**config.mk**
```make
export PLATFORM = sky130hd
export DESIGN_NAME = cas_fsk_decoder
export DESIGN_NICKNAME = d
export VERILOG_FILES = /design/src/rtl/cas_pkg.sv /design/src/rtl/cas_period_meter.sv /design/src/rtl/cas_fsk_decoder.sv
export SDC_FILE = /design/constraint.sdc
export NUM_CORES = 1
export LEC_CHECK = 0
export ABC_CLOCK_PERIOD_IN_PS = 2710
export BUFFER_PORTS_ARGS = -buffer_cell sky130_fd_sc_hd__buf_2
export CORE_UTILIZATION = 30
export DETAILED_ROUTE_END_ITERATION = 10
export SETUP_SLACK_MARGIN = 0.4
export SLEW_MARGIN = 0
export SYNTH_ARGS = -nofsm -noshare
export SYNTH_HDL_FRONTEND = slang
export SYNTH_SLANG_ARGS = --single-unit
export TNS_END_PERCENT = 50
```
**constraint.sdc**
```tcl
create_clock -name clk -period 2.71 [get_ports clk]
set_clock_uncertainty 0.2 [all_clocks]
set_input_delay 0.271 -clock clk [delete_from_list [all_inputs] [get_ports clk]]
set_output_delay 0.271 -clock clk [all_outputs]
set_load 0.02 [all_outputs]
```
**src/rtl/cas_pkg.sv**
```systemverilog
// Shared cassette FSK definitions: decoder states, nominal periods in Q ticks,
// and the byte-emit record passed from the decoder FSM to its output register.
package cas_pkg;

  typedef enum logic [1:0] {
    IDLE = 2'd0,
    HUNT = 2'd1,
    SYNC = 2'd2
  } cas_dec_state_t;

  localparam int CAS_CNT_W    = 10;
  localparam int CAS_MIN_PER  = 200;
  localparam int CAS_THRESH   = 560;
  localparam int CAS_MAX_PER  = 1000;
  localparam int CAS_PER_ONE  = 373;   // 2400 Hz at the Q rate
  localparam int CAS_PER_ZERO = 746;   // 1200 Hz at the Q rate

  localparam logic [7:0] CAS_SYNC_BYTE = 8'h55;

  typedef struct packed {
    logic       vld;
    logic [7:0] data;
  } cas_emit_t;

endpackage

```
**src/rtl/cas_period_meter.sv**
```systemverilog
// Synchronizes cas_in, detects rising edges and measures the Q-tick period
// between accepted edges. Short (glitch) edges leave the running count intact.
module cas_period_meter
  import cas_pkg::*;
#(
  parameter int MIN_PER = CAS_MIN_PER,
  parameter int MAX_PER = CAS_MAX_PER,
  parameter int CNT_W   = CAS_CNT_W
) (
  input  logic             clk,
  input  logic             reset_n,
  input  logic             Q,
  input  logic             clr,
  input  logic             restart,
  input  logic             cas_in,
  output logic             edge_valid,
  output logic [CNT_W-1:0] per,
  output logic             timeout
);

  localparam logic [CNT_W-1:0] MIN_C = CNT_W'(MIN_PER);
  localparam logic [CNT_W-1:0] MAX_C = CNT_W'(MAX_PER);

  logic [1:0]       sync;
  logic             sync_d;
  logic [CNT_W-1:0] cnt;
  logic             first;
  logic             rise;

  assign rise    = sync[1] & ~sync_d;
  assign timeout = (cnt > MAX_C);

  always_ff @(posedge clk or negedge reset_n) begin
    if (!reset_n) begin
      sync       <= '0;
      sync_d     <= 1'b0;
      cnt        <= '0;
      first      <= 1'b1;
      per        <= '0;
      edge_valid <= 1'b0;
    end else begin
      sync       <= {sync[0], cas_in};
      sync_d     <= sync[1];
      edge_valid <= 1'b0;
      if (clr) begin
        cnt   <= '0;
        first <= 1'b1;
      end else begin
        // The first edge of a run only starts timing; it has no period of its own.
        if (rise && (first || cnt >= MIN_C)) begin
          cnt        <= '0;
          per        <= cnt;
          edge_valid <= ~first;
          first      <= 1'b0;
        end else if (Q && cnt != '1) begin
          cnt <= cnt + 1'b1;
        end
        if (restart) first <= 1'b1;
      end
    end
  end

endmodule

```
**src/rtl/cas_fsk_decoder.sv**
```systemverilog
// Cassette record path: turns measured FSK periods into bits, aligns on the
// leader byte and hands decoded bytes to the SDRAM writer over valid/ready.
module cas_fsk_decoder
  import cas_pkg::*;
#(
  parameter int         MIN_PER   = CAS_MIN_PER,
  parameter int         THRESH    = CAS_THRESH,
  parameter int         MAX_PER   = CAS_MAX_PER,
  parameter int         CNT_W     = CAS_CNT_W,
  parameter logic [7:0] SYNC_BYTE = CAS_SYNC_BYTE
) (
  input  logic        clk,
  input  logic        reset_n,
  input  logic        Q,
  input  logic        en,
  input  logic        cas_in,
  output logic [7:0]  byte_data,
  output logic        byte_valid,
  input  logic        byte_ready,
  output logic        synced,
  output logic        gap,
  output logic        overrun,
  output logic [15:0] byte_count
);

  localparam logic [CNT_W-1:0] THR_C = CNT_W'(THRESH);
  localparam logic [CNT_W-1:0] MAX_C = CNT_W'(MAX_PER);

  cas_dec_state_t   state, state_nxt;
  logic [7:0]       sr, sr_nxt, sr_sh;
  logic [2:0]       bcnt, bcnt_nxt;
  cas_emit_t        emit;
  logic             gap_nxt;
  logic             restart;
  logic             edge_valid;
  logic [CNT_W-1:0] per;
  logic             timeout;
  logic             bit_ok, bit_one, is_gap;

  cas_period_meter #(
    .MIN_PER (MIN_PER),
    .MAX_PER (MAX_PER),
    .CNT_W   (CNT_W)
  ) u_meter (
    .clk        (clk),
    .reset_n    (reset_n),
    .Q          (Q),
    .clr        (state == IDLE),
    .restart    (restart),
    .cas_in     (cas_in),
    .edge_valid (edge_valid),
    .per        (per),
    .timeout    (timeout)
  );

  assign bit_ok  = edge_valid && (per <= MAX_C);
  assign bit_one = (per < THR_C);
  assign is_gap  = (edge_valid && (per > MAX_C)) || timeout;
  assign sr_sh   = {bit_one, sr[7:1]};
  assign synced  = (state == SYNC);

  always_ff @(posedge clk or negedge reset_n) begin
    if (!reset_n) state <= IDLE;
    else          state <= state_nxt;
  end

  always_comb begin
    state_nxt = state;
    sr_nxt    = sr;
    bcnt_nxt  = bcnt;
    emit      = '0;
    gap_nxt   = 1'b0;
    restart   = 1'b0;
    case (state)
      IDLE: begin
        if (en) begin
          state_nxt = HUNT;
          sr_nxt    = '0;
          bcnt_nxt  = '0;
        end
      end
      HUNT: begin
        if (bit_ok) begin
          sr_nxt = sr_sh;
          if (sr_sh == SYNC_BYTE) begin
            state_nxt = SYNC;
            bcnt_nxt  = '0;
            emit.vld  = 1'b1;
            emit.data = sr_sh;
          end
        end
      end
      SYNC: begin
        // Alignment is reached mid-stream, so only a lost carrier re-arms the meter.
        if (is_gap) begin
          state_nxt = HUNT;
          gap_nxt   = 1'b1;
          restart   = 1'b1;
          sr_nxt    = '0;
          bcnt_nxt  = '0;
        end else if (bit_ok) begin
          sr_nxt   = sr_sh;
          bcnt_nxt = bcnt + 3'd1;
          if (bcnt == 3'd7) begin
            emit.vld  = 1'b1;
            emit.data = sr_sh;
          end
        end
      end
      default: state_nxt = IDLE;
    endcase
    if (!en) begin
      state_nxt = IDLE;
      emit      = '0;
      gap_nxt   = 1'b0;
      restart   = 1'b0;
    end
  end

  always_ff @(posedge clk or negedge reset_n) begin
    if (!reset_n) begin
      sr         <= '0;
      bcnt       <= '0;
      gap        <= 1'b0;
      byte_data  <= '0;
      byte_valid <= 1'b0;
      overrun    <= 1'b0;
      byte_count <= '0;
    end else begin
      sr   <= sr_nxt;
      bcnt <= bcnt_nxt;
      gap  <= gap_nxt;
      if (emit.vld) begin
        if (!byte_valid || byte_ready) begin
          byte_data  <= emit.data;
          byte_valid <= 1'b1;
          byte_count <= byte_count + 16'd1;
        end else begin
          overrun <= 1'b1;
        end
      end else if (byte_valid && byte_ready) begin
        byte_valid <= 1'b0;
      end
    end
  end

endmodule

```
==> results.json <==
{
  "placementRows": 36,
  "r2r-start": "u_meter.per[2]",
  "switching_power_mw": 0.504,
  "cts-root-buf": "clkbuf_8",
  "grtUsageTotal_pct": 13.9,
  "ys_seq_area_share_pct": 51.9,
  "critPathArrivalTime_ns": 2.32,
  "critPathMaxFanout": 6,
  "p_leak_nw": 1.93,
  "drv_cap": 0,
  "area_growth_syn_to_layout_pct": 28.0,
  "comb_power_share_pct": 9.2,
  "grt_start_max_net_pins": 26,
  "start_kind": "flop",
  "power_frac_seq_pct": 46.6,
  "antennaDiodeCount": 0,
  "synth-edff-count": 0,
  "gp_congestion": 0.847,
  "crit_type": "flop to flop",
  "grt_overflow": 0,
  "slew_viol_final": 0,
  "core_area_um2": 9860,
  "ys.flop_type": "dfrtp_1",
  "die_h_um": 103,
  "reg2reg_slack_ns": 0.42,
  "slew_headroom_pct": 54.7,
  "drtAntennaViolNets": 0,
  "start_util_pct": 31.3,
  "end_kind": "flop",
  "portBuffers": 33,
  "dp_hpwl_mm": 4.85,
  "async_flop_share_pct": 100,
  "max-clock-path-buffers": 2,
  "ioPinCount": 34,
  "tightestPinTransition_ns": 0.672,
  "grt_pass1_vias": 2191,
  "cts_made_buffers": 9,
  "clock_latency_ns": 0.34,
  "routed_wl_mm": 6.86,
  "wl_per_cell_um": 14.5,
  "cp-startpoint": "u_meter.per[2]",
  "max_freq_ghz": 0.437,
  "rsz0062_at_grt": "true",
  "avgSynthCellArea_um2": 10.9,
  "fin_crit_ns": 2.29,
  "clkPwrFrac_pct": 44.2,
  "finalSetupViolCount": 0,
  "reg2reg_depth": 5,
  "drt_iter0_markers": 106,
  "h-tree-depth": 3,
  "power.internal_mw": 1.62,
  "final_nets": 351,
  "hold_path.class": "input port to flop",
  "die_area_um2": 10700,
  "avgViaCountPerCell": 4.95,
  "hold_viol_final": 0,
  "cts_tree": "done",
  "netlist_area_um2": 3090,
  "fin_tns_setup_ns": 0,
  "drc": 0,
  "antenna_found_initial": 0,
  "r2r-end": "byte_count[4]",
  "synth_nets": 298,
  "cp-endpoint": "byte_count[4]",
  "clk_transition_reported_paths_ns": 0.07,
  "ys.warnings.count": 0,
  "period_share_pct": 84.5,
  "grt_pass1_wl_mm": 11.1,
  "final_core_util_pct": 40.1,
  "ir_drop_v": 0.000228,
  "drive_above_1_share_pct": 31.4,
  "swShare_pct": 23.7,
  "die_x_um": 103,
  "cp.required_ns": 2.74,
  "synth_cell_types": 52,
  "status": "complete, no violations",
  "pwr_density_cell_nw_per_um2": 537,
  "ys_ff_latch": 64,
  "first_pass_iters": 4,
  "netlist_instances": 283,
  "num_vias": 2344,
  "clock_sinks": 64
}
## stage by stage
step	hold slack (ns)	worst slack, ns	power, mW	std cells	area, um^2
3_3_place_gp	0.0346	0.329	1.18	446	3440
6_report	0.0876	0.421	2.12	474	3950
5_1_grt	0.0709	0.366	2.22	474	3950
3_5_place_dp	0.0396	0.285	1.18	446	3440
4_1_cts	0.0709	0.390	2.14	465	3720
2_1_floorplan	-0.225	0.425	1.13	283	3110
## power groups by stage
stage / clock (mW) / sequential (mW) / combinational [mW]
after floorplan: 0 / 1.00 / 0.123
after global placement: 0 / 1.01 / 0.170
after detailed placement: 0 / 1.01 / 0.173
after global routing: 1.01 / 0.991 / 0.218
final: 0.938 / 0.989 / 0.196
after CTS: 0.962 / 0.987 / 0.189
## sequential cells by signal, indices dropped and copies added (netlist names)
register / flops
bcnt: 3
byte_count: 16
byte_data: 8
byte_valid: 1
gap: 1
overrun: 1
sr: 7
state: 2
u_meter.cnt: 10
u_meter.edge_valid: 1
u_meter.first: 1
u_meter.per: 10
u_meter.sync: 2
u_meter.sync_d: 1
## logic make-up (layout without fill, tap and decap cells)
family,after synthesis,in the layout,share of synthesized area (%)
muxes,16,16,5.67
DFF,64,64,51.9
xor gates and xnor gates,23,23,6.76
adders and majority gates,9,9,3.65
AOI/OAI and AO/OA,49,49,11.4
and+or+nand+nor,100,100,17.6
buffers and inverters,22,80,3.04
## worst min-delay path by stage
stage | startpoint | slack [ns] | cells past startpoint | to
3_3_place_gp | reset_n | 0.03 | 1 | byte_count[14]
4_1_cts | en | 0.07 | 3 | state[0]
2_1_floorplan | reset_n | -0.22 | 0 | bcnt[0]
3_5_place_dp | reset_n | 0.04 | 1 | byte_count[14]
6_report | en | 0.09 | 3 | state[0]
5_1_grt | en | 0.07 | 3 | state[0]
## layer usage
metal / part of all wire (%) / global-route usage [%] / vias up
li1: - / - / 1118
met1: 45 / 18.5 / 1163
met2: 49 / 21.0 / 55
met3: 4.5 / 4.84 / 8
met4: 1.2 / 4.55 / 0
met5: 0 / 0 / -
## worst max-delay path, stage by stage, from the launching register on
cell and delay [ns]:
dfrtp_1 0.41, or4_4 0.55, a31oi_4 0.24, nand2_4 0.10
or4b_4 0.53, xnor2_2 0.14
## layout by cell type, fill, tap and decap left out, types with 2 or more instances in the layout
cell type	netlist	layout
dfrtp_1	63	61
buf_2	3	33
nand2_1	21	21
nor2_1	19	19
o21ai_0	17	17
xor2_1	13	13
buf_4	0	13
mux2_2	12	12
inv_1	13	11
clkbuf_8	0	11
nand3_1	11	10
xnor2_1	9	9
nor3_1	8	8
a22o_1	7	7
ha_1	9	7
nand4_1	5	5
and3_1	4	4
a21oi_1	4	4
nor4_4	0	4
mux2i_1	4	4
o311ai_0	3	3
nor3b_1	4	3
nor4_2	0	3
inv_2	0	2
a211o_1	2	2
a211oi_1	3	2
or2b_1	2	2
o211ai_1	2	2
or2_2	3	2
o31ai_1	2	2
nor4_1	9	2
ha_4	0	2
clkinv_2	0	2
bufinv_16	0	2
dlygate4sd3_1	0	2
dfrtp_2	0	2
## synth_stat cells (all sizes together) (5+ instances only)
master  count  area [um^2]
nor3        8         40.0
a22o        7         61.3
ha          9          113
nor2       19         71.3
buf         6         33.8
nor4        9         56.3
o21ai      17         85.1
nand3      11         55.1
xor2       13          114
nand2      22         85.1
mux2       12          135
xnor2      10         95.1
dfrtp      63         1580
inv        13         48.8
nand4       5         31.3
## cell type report
type / instances / area, um^2
clock buffers: 11 / 151
clock inverters: 5 / 78.8
multi-input cells: 197 / 1570
flip-flops and latches: 64 / 1610
well taps: 133 / 166
inverters: 13 / 48.8
fillers: 946 / 5910
repair buffers: 51 / 333
## what timing repair did
item	in CTS	in global routing
setup endpoints to repair	23	40
pin swaps	1	9
gates cloned	0	1
hold endpoints to repair	19	0
gates resized for setup	5	26
hold buffers	2	0
buffers inserted	1	8
Power figures use the tool's default switching activity.
